$ cat config.mk
export PLATFORM = sky130hd
export DESIGN_NAME = pc_sequencer
export DESIGN_NICKNAME = d
export VERILOG_FILES = /design/src/rtl/pc_sequencer.sv
export SDC_FILE = /design/constraint.sdc
export NUM_CORES = 1
export LEC_CHECK = 0
export ABC_AREA = 1
export BUFFER_PORTS_ARGS = -buffer_cell sky130_fd_sc_hd__clkbuf_2
export CAP_MARGIN = 20
export CORE_MARGIN = 10
export CORE_UTILIZATION = 45
export DETAILED_ROUTE_END_ITERATION = 10
export HOLD_SLACK_MARGIN = 0.1
export PLACE_DENSITY = 0.71
export SYNTH_ARGS = -nofsm -noshare
export SYNTH_HDL_FRONTEND = slang
export SYNTH_SLANG_ARGS = --single-unit
$ cat constraint.sdc
create_clock -name CLK -period 3.45 [get_ports CLK]
set_clock_uncertainty 0.05 [all_clocks]
set_input_delay 0.1725 -clock CLK [delete_from_list [all_inputs] [get_ports CLK]]
set_output_delay 0.1725 -clock CLK [all_outputs]
set_load 0.01 [all_outputs]
$ cat src/rtl/pc_sequencer.sv
// rtl/pc_sequencer.sv - program counter sequencer with a return-address stack
// One op per unstalled edge: NEXT, JUMP, BRANCH, CALL, RET; sticky stack error flags.
module pc_sequencer #(
  parameter int                 ADDR_W      = 15,
  parameter int                 STACK_DEPTH = 8,
  parameter logic [ADDR_W-1:0]  RESET_ADDR  = '0
) (
  input  logic                               CLK,
  input  logic                               CLR,
  input  logic                               stall,
  input  logic [2:0]                         op,
  input  logic [ADDR_W-1:0]                  in_addr,
  input  logic [ADDR_W-1:0]                  offset,
  input  logic                               err_clr,
  output logic [ADDR_W-1:0]                  out_addr,
  output logic [$clog2(STACK_DEPTH+1)-1:0]   depth,
  output logic                               stack_full,
  output logic                               stack_empty,
  output logic                               err_ovf,
  output logic                               err_unf
);

  localparam int DW = $clog2(STACK_DEPTH + 1);
  localparam int IW = (STACK_DEPTH > 1) ? $clog2(STACK_DEPTH) : 1;

  localparam logic [2:0] OP_NEXT   = 3'b000;
  localparam logic [2:0] OP_JUMP   = 3'b001;
  localparam logic [2:0] OP_BRANCH = 3'b010;
  localparam logic [2:0] OP_CALL   = 3'b011;
  localparam logic [2:0] OP_RET    = 3'b100;

  logic [ADDR_W-1:0] stack_mem [STACK_DEPTH];
  logic [ADDR_W-1:0] addr_inc;
  logic [ADDR_W-1:0] addr_d;
  logic [DW-1:0]     depth_d;
  logic [IW-1:0]     push_idx;
  logic [IW-1:0]     top_idx;
  logic              ovf_d;
  logic              unf_d;
  logic              push;

  assign addr_inc    = out_addr + ADDR_W'(1);
  assign push_idx    = IW'(depth);
  assign top_idx     = IW'(depth - DW'(1));
  assign stack_full  = (depth == DW'(STACK_DEPTH));
  assign stack_empty = (depth == '0);

  // err_clr is applied first so a flag set by this cycle's op overrides it.
  always_comb begin
    addr_d  = addr_inc;
    depth_d = depth;
    ovf_d   = err_ovf & ~err_clr;
    unf_d   = err_unf & ~err_clr;
    push    = 1'b0;
    case (op)
      OP_NEXT:   addr_d = addr_inc;
      OP_JUMP:   addr_d = in_addr;
      OP_BRANCH: addr_d = out_addr + offset;
      OP_CALL: begin
        addr_d = in_addr;
        if (!stack_full) begin
          push    = 1'b1;
          depth_d = depth + DW'(1);
        end else begin
          ovf_d = 1'b1;
        end
      end
      OP_RET: begin
        if (!stack_empty) begin
          addr_d  = stack_mem[top_idx];
          depth_d = depth - DW'(1);
        end else begin
          unf_d = 1'b1;
        end
      end
      default: addr_d = addr_inc;
    endcase
  end

  always_ff @(posedge CLK or posedge CLR) begin
    if (CLR) begin
      out_addr <= RESET_ADDR;
      depth    <= '0;
      err_ovf  <= 1'b0;
      err_unf  <= 1'b0;
    end else if (!stall) begin
      out_addr <= addr_d;
      depth    <= depth_d;
      err_ovf  <= ovf_d;
      err_unf  <= unf_d;
    end
  end

  // Entry contents are left unreset; depth alone decides what is visible.
  always_ff @(posedge CLK) begin
    if (push && !stall) begin
      stack_mem[push_idx] <= addr_inc;
    end
  end

endmodule

==> flow_summary.yaml <==
floorplanning:
  start_util: 0.464
  die_area_um2: 22100
  die_y_um: 149
  core_area_um2: 16100
  rows: 46
  die_x_um: 149
  ioPinCount: 60
run_status:
  status: "completed"
detailed_routing:
  drt_wl_total_um: 19800
  viasPerCell: 5.28
  ant_nets: 0
  drcViolationCount: 0
  first_pass_iters: 6
  dr_total_vias: 5993
  wire_per_inst_um: 17.5
  drtIter0Drc: 573
setup_path:
  reg2reg_to: "out_addr[5]"
  crit_arrival_ps: 2620
  required_ps: 3710
  path_class: "flip-flop to flip-flop"
  worstPathMaxFanout: 20
  rr_worst_depth: 11
  r2r_setup_slack_ps: 1090
  worstSetupStartpointType: "flip-flop"
  worstReg2RegStart: "depth[1]"
  endpoint_kind: "flip-flop"
placed_design:
  place.gp.congestion: 0.939
  dp_hpwl_um: 13700
  pre_cts_ws_ps: 1160
  dp_cells: 1097
  io_buffers: 59
finish:
  nFillCells: 1475
  drive_above_1_share: 0.148
  multi_input_area_um2: 2820
  final_core_util: 0.533
  seq_area_um2: 4130
  syn2layout_area_growth_pct: 14.9
  num-nets-final: 960
  fin_cells: 1134
  num_antenna_cells: 0
clock_network:
  clk_path_buf_depth: 2
  cts_tree: "done"
  clock-sinks: 141
  cts_made_buffers: 17
  insertion_delay_ps: 430
  cts_resized: 0
  clkTransAtPathRegs_ps: 60
  cts_root_buf: "clkbuf_16"
  htreeDepth: 4
logic_synthesis:
  synth-seq-cells: 141
  yosysTopAreaCell: "edfxtp_1"
  synth_top_area_share: 0.484
  synthTopCellsByArea: "edfxtp_1, nand2_1, nor2_1"
  synthArstFlopShare: 0.149
  yosysWarnings: 0
  synth_area_um2: 7450
  synth_area_per_cell_um2: 8.88
  ys_seq_area_frac: 0.554
  synth_cells: 839
  ys_types: 38
  syn-num-nets: 894
  synth_edf_count: 120
  ys.flop_type: "edfxtp_1"
global_route:
  met2_usage: 0.294
  grt_pass1_vias: 5804
  grt_max_degree: 66
  grt_first_pass_wirelength_um: 31300
  busiest_layer: "met2"
  track_usage: 0.181
  antenna_found_initial: 0
  grt_use_met1: 0.228
  grtUsageMet3: 0.0416
  overflow: 0
timing:
  period_needed_ps: 2360
  setup_violations: 0
  fmax_ghz: 0.424
  hold_viol_final: 0
  drv_slew: 0
  worstMarginPinSlew_ps: 1070
  rsz0062_at_grt: "no"
  relSlewSlack: 0.282
  post-route-period-util: 0.684
  fin_tns_setup_ps: 0
  setup_ws_ps: 1090
power_and_ir_drop:
  pwr_density_cell_nw_per_um2: 808
  total_power_mw: 6.91
  total_leakage_power_nw: 3.62
  ir_worst_vdd_mv: 0.419
min_path:
  min_to: "out_addr[1]"
  min-delay-start: "in_addr[1]"
  hold_depth: 5
  hp-class: "input pin to flip-flop"
job:
  maxCapViolations: 0
synthesized netlist by cell type, types with 3 or more instances:
cell	instances
nor3_1	3
edfxtp_1	120
nor2_1	158
buf_6	3
nand2_1	173
nand2_2	3
or2_0	3
nand3_1	80
ha_1	17
o21ai_1	3
buf_2	19
or2_2	13
a21oi_1	22
clkbuf_1	3
o21ai_0	44
a31oi_1	4
or2_1	8
buf_4	4
nand3b_1	6
nand4_1	7
inv_2	3
xor2_1	8
o211ai_1	6
nor2_4	3
xnor2_1	4
inv_1	85
dfrtp_1	21
per-stage QoR:
stage	cell area (um2)	hold WS, ps
2_1_floorplan	7450	99.0
3_3_place_gp	7950	340
3_5_place_dp	7950	352
4_1_cts	8550	109
5_1_grt	8550	151
6_report	8550	120
flip-flops by register name, summed over array words and instances (netlist names):
| register | flops |
|---|---|
| stack_mem | 120 |
| out_addr | 15 |
| depth | 4 |
| err_ovf | 1 |
| err_unf | 1 |
placed cells by master, fill, tap and decap left out, types with 4 or more instances in the layout:
cell	instances
nor2_1	158
or2_1	8
o21ai_0	44
nand3b_1	6
xnor2_1	4
nand3_1	80
nor3_2	4
xor2_1	8
inv_1	85
nand4_1	7
a21oi_1	22
a31oi_1	4
nand2_1	173
ha_1	17
clkbuf_2	59
o211ai_1	6
edfxtp_1	120
buf_4	13
clkinvlp_4	4
clkbuf_16	17
dlygate4sd3_1	5
or2_2	13
dfrtp_1	20
worst max-delay path by stage:
| stage | startpoint | endpoint | slack (ps) | depth (start not counted) |
|---|---|---|---|---|
| finish | depth[1] | out_addr[5] | 1090 | 11 |
| global route | depth[1] | out_addr[9] | 910 | 11 |
| CTS | depth[1] | out_addr[5] | 1120 | 11 |
| detailed placement | depth[1] | out_addr[5] | 1160 | 11 |
| global placement | depth[1] | out_addr[10] | 1230 | 11 |
| floorplan | depth[0] | stack_mem[7][0] | 170 | 8 |
power breakdown:
group | internal (mW) | switching, mW | total, mW
Combinational | 0.886 | 2.00 | 2.88
Sequential | 2.14 | 0.176 | 2.32
Clock | 0.992 | 0.722 | 1.71
metal layers:
| layer | part of all wire | vias up |
|---|---|---|
| li1 | - | 2899 |
| met2 | 0.49 | 197 |
| met3 | 0.059 | 43 |
| met1 | 0.42 | 2854 |
| met5 | 0 | - |
| met4 | 0.027 | 0 |
cells by family (layout without fill, tap and decap cells):
group / count (synthesis) / in the layout / synth area share
AOI/OAI and AO/OA: 82 / 82 / 0.0586
xor gates and xnor gates: 12 / 12 / 0.0141
adders and majority gates: 18 / 18 / 0.0312
buffers and inverters: 120 / 199 / 0.0696
DFF: 141 / 141 / 0.554
and+or+nand+nor: 466 / 466 / 0.272
final cells by class:
cell class	count	share of cell area
Sequential cell	141	0.483
Multi-Input combinational cell	578	0.329
Timing Repair Buffer	77	0.0518
Clock buffer	19	0.0506
Inverter	90	0.0401
Tap cell	216	0.0316
Clock inverter	13	0.0138
critical path, stage by stage, from the launching register on:
cell and delay (ps):
dfrtp_1 440, inv_1 180, ha_1 270, inv_1 520, buf_4 270, nor2_1 50
o21ai_0 70, nand2_1 80, nand2_1 70, nand3b_1 80, nor2_1 90, a21oi_1 70
repair_timing:
item                                   in CTS  in global routing
endpoints found under the hold margin      23                  0
buffers inserted                            0                  0
hold buffers                                5                  0
(Power assumes the default switching activity.)
